==> src/rtl/sram_mem_ctrl.sv <==
// Data-memory controller for the MEM stage: splits each CPU load/store into
// narrow SRAM beats with programmable wait states and freezes the pipeline meanwhile.
module sram_mem_ctrl #(
    parameter int DATA_W      = 32,
    parameter int SRAM_DATA_W = 16,
    parameter int SRAM_ADDR_W = 18,
    parameter int WAIT_CYCLES = 5,
    parameter int BASE_ADDR   = 1024
) (
    input  logic                   clk,
    input  logic                   rst,
    input  logic                   mem_r_en,
    input  logic                   mem_w_en,
    input  logic [31:0]            addr,
    input  logic [DATA_W-1:0]      wdata,
    output logic [DATA_W-1:0]      rdata,
    output logic                   ready,
    output logic                   freeze,
    output logic [SRAM_ADDR_W-1:0] sram_addr,
    output logic [SRAM_DATA_W-1:0] sram_dq_out,
    output logic                   sram_dq_oe,
    input  logic [SRAM_DATA_W-1:0] sram_dq_in,
    output logic                   sram_we_n,
    output logic                   sram_oe_n
);

    localparam int RATIO    = DATA_W / SRAM_DATA_W;
    localparam int BYTE_SH  = $clog2(DATA_W / 8);
    localparam int RATIO_SH = $clog2(RATIO);
    localparam int BEAT_W   = (RATIO > 1) ? $clog2(RATIO) : 1;
    localparam int WAIT_W   = $clog2(WAIT_CYCLES + 1);

    localparam logic [BEAT_W-1:0] LAST_BEAT = BEAT_W'(RATIO - 1);
    localparam logic [WAIT_W-1:0] LAST_WAIT = WAIT_W'(WAIT_CYCLES);
    localparam logic [WAIT_W-1:0] PRE_WAIT  = WAIT_W'(WAIT_CYCLES - 1);

    typedef enum logic [1:0] {
        IDLE,
        ACCESS,
        DONE
    } state_t;

    state_t                 state;
    logic [BEAT_W-1:0]      beat;
    logic [WAIT_W-1:0]      wait_cnt;
    logic                   is_write;
    logic [DATA_W-1:0]      wdata_q;
    logic [DATA_W-1:0]      rbuf;
    logic [DATA_W-1:0]      assembled;
    logic [31:0]            byte_off;
    logic [SRAM_ADDR_W-1:0] start_word;

    assign byte_off   = addr - 32'(BASE_ADDR);
    assign start_word = SRAM_ADDR_W'((byte_off >> BYTE_SH) << RATIO_SH);

    // Read beats shift in from the top, so after RATIO beats beat 0 lands in the LSBs.
    always_comb begin
        assembled = (rbuf >> SRAM_DATA_W) | (DATA_W'(sram_dq_in) << (DATA_W - SRAM_DATA_W));
    end

    assign freeze = rst && (((state == IDLE) && (mem_r_en || mem_w_en)) || (state == ACCESS));

    always_ff @(posedge clk) begin
        if (!rst) begin
            state       <= IDLE;
            beat        <= '0;
            wait_cnt    <= '0;
            is_write    <= 1'b0;
            wdata_q     <= '0;
            rbuf        <= '0;
            rdata       <= '0;
            ready       <= 1'b0;
            sram_addr   <= '0;
            sram_dq_out <= '0;
            sram_dq_oe  <= 1'b0;
            sram_we_n   <= 1'b1;
            sram_oe_n   <= 1'b1;
        end else begin
            case (state)
                IDLE: begin
                    ready <= 1'b0;
                    if (mem_w_en || mem_r_en) begin
                        state     <= ACCESS;
                        beat      <= '0;
                        wait_cnt  <= '0;
                        sram_addr <= start_word;
                        is_write  <= mem_w_en;
                        if (mem_w_en) begin
                            wdata_q     <= wdata >> SRAM_DATA_W;
                            sram_dq_out <= wdata[SRAM_DATA_W-1:0];
                            sram_dq_oe  <= 1'b1;
                            sram_we_n   <= 1'b0;
                            sram_oe_n   <= 1'b1;
                        end else begin
                            wdata_q     <= '0;
                            sram_dq_out <= '0;
                            sram_dq_oe  <= 1'b0;
                            sram_we_n   <= 1'b1;
                            sram_oe_n   <= 1'b0;
                        end
                    end
                end

                ACCESS: begin
                    if (wait_cnt == LAST_WAIT) begin
                        if (!is_write) begin
                            rbuf <= assembled;
                        end
                        if (beat == LAST_BEAT) begin
                            state      <= DONE;
                            ready      <= 1'b1;
                            beat       <= '0;
                            wait_cnt   <= '0;
                            sram_dq_oe <= 1'b0;
                            sram_we_n  <= 1'b1;
                            sram_oe_n  <= 1'b1;
                            if (!is_write) begin
                                rdata <= assembled;
                            end
                        end else begin
                            beat      <= beat + BEAT_W'(1);
                            wait_cnt  <= '0;
                            sram_addr <= sram_addr + SRAM_ADDR_W'(1);
                            if (is_write) begin
                                sram_dq_out <= wdata_q[SRAM_DATA_W-1:0];
                                wdata_q     <= wdata_q >> SRAM_DATA_W;
                                sram_we_n   <= 1'b0;
                            end
                        end
                    end else begin
                        wait_cnt <= wait_cnt + WAIT_W'(1);
                        // Raise the write strobe one cycle early so address and data are held past it.
                        if (is_write && (wait_cnt == PRE_WAIT)) begin
                            sram_we_n <= 1'b1;
                        end
                    end
                end

                DONE: begin
                    ready <= 1'b0;
                    state <= IDLE;
                end

                default: begin
                    state <= IDLE;
                end
            endcase
        end
    end

endmodule

==> config.mk <==
export PLATFORM = sky130hd
export DESIGN_NAME = sram_mem_ctrl
export DESIGN_NICKNAME = d
export VERILOG_FILES = /design/src/rtl/sram_mem_ctrl.sv
export SDC_FILE = /design/constraint.sdc
export NUM_CORES = 1
export LEC_CHECK = 0
export BUFFER_PORTS_ARGS = -buffer_cell sky130_fd_sc_hd__buf_2
export CAP_MARGIN = 30
export CORE_MARGIN = 10
export CORE_UTILIZATION = 55
export DETAILED_ROUTE_END_ITERATION = 7
export PLACE_DENSITY = 0.86
export SYNTH_ARGS = -nofsm -noshare
export SYNTH_HDL_FRONTEND = slang
export SYNTH_SLANG_ARGS = --single-unit
==> constraint.sdc <==
create_clock -name clk -period 3.9 [get_ports clk]
set_clock_uncertainty 0.1 [all_clocks]
set_input_delay 0.39 -clock clk [delete_from_list [all_inputs] [get_ports clk]]
set_output_delay 0.39 -clock clk [all_outputs]
set_load 0.01 [all_outputs]
==> impl_summary.txt <==
----------------------------------------------------
[Critical path]
  CP cell instances ... nand2b_2 > buf_4 > nor3_4 > or2_2 > o21a_1 > o221a_2
  CP max-delay cell ... sky130_fd_sc_hd__buf_4
  Endpoint kind of the worst setup timing path ... register
  Number of buffers and inverters on the critical path ... 1
  Worst setup path start ... state[1]$_SDFFE_PN0P_
  Family of cells with the greatest summed delay on the critical path ... simple AND/OR/NAND/NOR gates
  Largest incremental delay on the critical path ... 550 ps
  Crit Path Class ... reg2reg
  Required time at the endpoint of the critical path ... 4060 ps
  Beginning of the worst register-to-register path ... state[1]$_SDFFE_PN0P_
  Highest fanout seen on the critical path ... 71
  Data arrival time at the worst-slack endpoint ... 2680 ps
  Launching element type of the critical path ... register

[Drt]
  Initial detailed-routing violation count ... 378
  Total vias in the final route ... 4719
  Average wire length per cell after detail routing ... 15.8 um
  Post-detailed-routing wire length ... 13.1 mm
  Antenna viol nets, final ... 0
  DRC violations left ... 0
  Vias per Instance ... 5.70
  First drt pass iteration count ... 5

[Synth]
  Flops & latches, synth ... 109
  Synthesized net count ... 691
  Proportion of synthesized chip area in sequential cells ... 0.454
  Syn Inst Count ... 605
  Adder-cell share of the synthesized area ... 0.00520
  Async set-or-reset flop fraction in the synthesized netlist ... 0
  Warnings from Yosys ... 0
  EDFF count, synth ... 0
  Multiplexer share of the synthesized area ... 0.0354
  Netlist area before placement ... 4810 sq um
  Fraction of the mapped netlist area in simple logic gates ... 0.271
  Count of unique library cells instantiated by Yosys ... 54
  Primary flip-flop cell chosen by synthesis mapping ... sky130_fd_sc_hd__dfxtp_1
  Main combinational cell family by area after synthesis ... simple AND/OR/NAND/NOR gates
  Share of the synthesized netlist area taken by xor and xnor gates ... 0.0109
  Compound-cell area share of the yosys netlist ... 0.176
  Mapped Avg Cell Area ... 7.95 sq um

[Floorplanning]
  Top-level I/O count ... 155
  Vertical extent of the die ... 114 um
  Floorplan Core Area ... 8640 sq um
  Overall die width ... 114 um
  Starting density of the core ... 0.557
  Total die area ... 12900 sq um
  Site row count ... 34

[Finish]
  Sequential cell area ... 2180 sq um
  Final standard cell area without fillers ... 5700 sq um
  Filler instances ... 714
  Multi-input logic area ... 2410 sq um
  Fraction of final layout cells sized beyond drive strength 1 ... 0.243
  Final cell count without fillers ... 828
  Layout overhead on the synthesized area ... 18.5%
  Final-stage net count ... 801
  N_diodes ... 0

[Power and ir drop]
  Total power divided by cell area ... 384 nW/um^2
  Total chip power ... 2.19 mW
  Static leakage power ... 2.40 nW
  Largest vdd supply drop ... 0.244 mV

[Global route]
  Wire length of the first global-routing pass ... 21.5 mm
  Overflow left after global routing ... 0
  Number of global-route vias before repair ... 4608
  Number of antenna violations at the first check in global routing ... 0
  Global-route usage over all layers ... 0.195
  Pin count of the biggest net entering global routing ... 88

[Hold path]
  Class of the most critical hold timing path ... in2reg
  Start point of the worst hold path ... sram_dq_in[12]

[Place]
  # port buffers ... 139
  Placement-stage cell area ... 5480 sq um
  Routability Congestion ... 0.899
  Estimated wirelength of the detail-placed design ... 9.20 mm
  # placed instances ... 811

[Clocking]
  Max Root-Sink Buffers ... 2
  Clock buffers created by TritonCTS ... 9
  Number of H-tree levels ... 3
  Clock transition at the registers of the reported paths ... 100 ps
  CTS Hold Buffers Added ... 0
  CTS tree ... done
  Number of post-CTS setup repair buffers ... 0
  Clock latency at the later pin of the worst-skew pair ... 360 ps
  Count of clock tree sinks ... 109
  Clock Tree Root ... sky130_fd_sc_hd__clkbuf_8
  Post-cts resize count ... 0

[Job]
  Max capacitance violation total ... 0

[Run status]
  Run status ... complete, no violations

[STA]
  Tcrit/Tclk final ... 0.648
  Highest clock rate ... 396 MHz
  Setup repair after global routing missed its margin ... false
  Setup_tns ... 0 ps
  Final hold violation count ... 0
  Worst-case headroom to the max-slew limit ... 0.415
  Slew at the pin with the worst max-slew slack ... 877 ps
  Number of endpoints failing setup at the final stage ... 0
  Final count of pins violating max slew ... 0
  Time the final worst path needs with I/O delays and setup ... 2530 ps

----------------------------------------------------
report_power, final:
group	switching (mW)	internal, mW
Sequential	0.0428	1.16
Combinational	0.186	0.127
Clock	0.375	0.301
Total	0.604	1.58
cell usage after synthesis (all sizes together) (3+ instances only):
master | number | share of area
nand2 | 144 | 0.11
dfxtp | 109 | 0.45
a21oi | 69 | 0.072
nor2 | 61 | 0.048
clkbuf | 31 | 0.024
nand3 | 25 | 0.026
a311oi | 19 | 0.035
and3 | 18 | 0.023
mux2i | 17 | 0.035
buf | 16 | 0.021
o21ai | 11 | 0.011
nor3 | 10 | 0.015
o22ai | 5 | 0.0065
a31oi | 4 | 0.0052
inv | 4 | 0.0031
nand4 | 4 | 0.0052
nor4 | 4 | 0.0065
o31ai | 4 | 0.0062
or4 | 4 | 0.0070
and4 | 3 | 0.0055
nor3b | 3 | 0.0047
o21a | 3 | 0.0047
xnor2 | 3 | 0.0055
xor2 | 3 | 0.0055
worst register-to-register path: cells and delay by family, from the launching register on:
kind	cells	cell delay, ps
AOI/OAI and AO/OA	2	410
buffers and inverters	1	550
DFF	1	520
and+or+nand+nor	3	850
per-layer routing:
layer / track usage / routed length (um)
met5: 0 / 0
met1: 0.235 / 5390
met4: 0.0778 / 320
met2: 0.307 / 6030
met3: 0.0735 / 1360
cells by family (layout without fill, tap and decap cells):
family | count (synthesis) | count (layout)
AOI/OAI and AO/OA | 133 | 133
buffers and inverters | 51 | 166
adders and majority gates | 2 | 2
DFF | 109 | 109
muxes | 17 | 17
and+or+nand+nor | 287 | 287
xor gates and xnor gates | 6 | 6
state kept, by name, summed over array words and instances (netlist names), 2 cells and up:
register,flops
sram_dq_out,16
rbuf,16
wait_cnt,3
rdata,32
sram_addr,18
state,2
wdata_q,16
final cells by class:
type,instances,share of cell area
Clock buffer,11,0.0230
Clock inverter,5,0.0105
Inverter,4,0.00263
Multi-Input combinational cell,445,0.423
Sequential cell,109,0.383
Tap cell,108,0.0237
Timing Repair Buffer,146,0.135
path summary, 6_finish.rpt:
path / slack, ps / to / cells after the start
worst max-delay path: 1370 / sram_addr[13]$_SDFFE_PN0P_ / 6
worst min-delay path: 170 / rbuf[28]$_SDFFE_PN0P_ / 3
worst max register to register: 1370 / sram_addr[13]$_SDFFE_PN0P_ / 6
worst min register to register: 350 / rdata[6]$_SDFFE_PN0P_ / 2
layout by cell type, fill, tap and decap left out, types with 4 or more instances in the layout:
master and count:
sky130_fd_sc_hd__o21ai_0 11, sky130_fd_sc_hd__dfxtp_1 109, sky130_fd_sc_hd__a311oi_1 19, sky130_fd_sc_hd__nand3_1 25, sky130_fd_sc_hd__a21oi_1 69, sky130_fd_sc_hd__clkbuf_8 9, sky130_fd_sc_hd__nor2_1 59, sky130_fd_sc_hd__nand4_1 4
sky130_fd_sc_hd__nor3_1 8, sky130_fd_sc_hd__nand2_1 144, sky130_fd_sc_hd__buf_2 139, sky130_fd_sc_hd__buf_4 6, sky130_fd_sc_hd__and3_1 18, sky130_fd_sc_hd__mux2i_1 17, sky130_fd_sc_hd__o31ai_1 4, sky130_fd_sc_hd__o22ai_1 5
sky130_fd_sc_hd__a31oi_1 4
per-stage QoR:
stage | setup slack [ps] | utilization | hold WS (ps)
4_1_cts | 1110 | 0.657 | 157
6_report | 1370 | 0.660 | 168
2_1_floorplan | 2020 | - | 332
5_1_grt | 1250 | 0.660 | 167
3_5_place_dp | 1130 | 0.635 | 344
3_3_place_gp | 1280 | 0.635 | 335
Power figures use the tool's default switching activity.
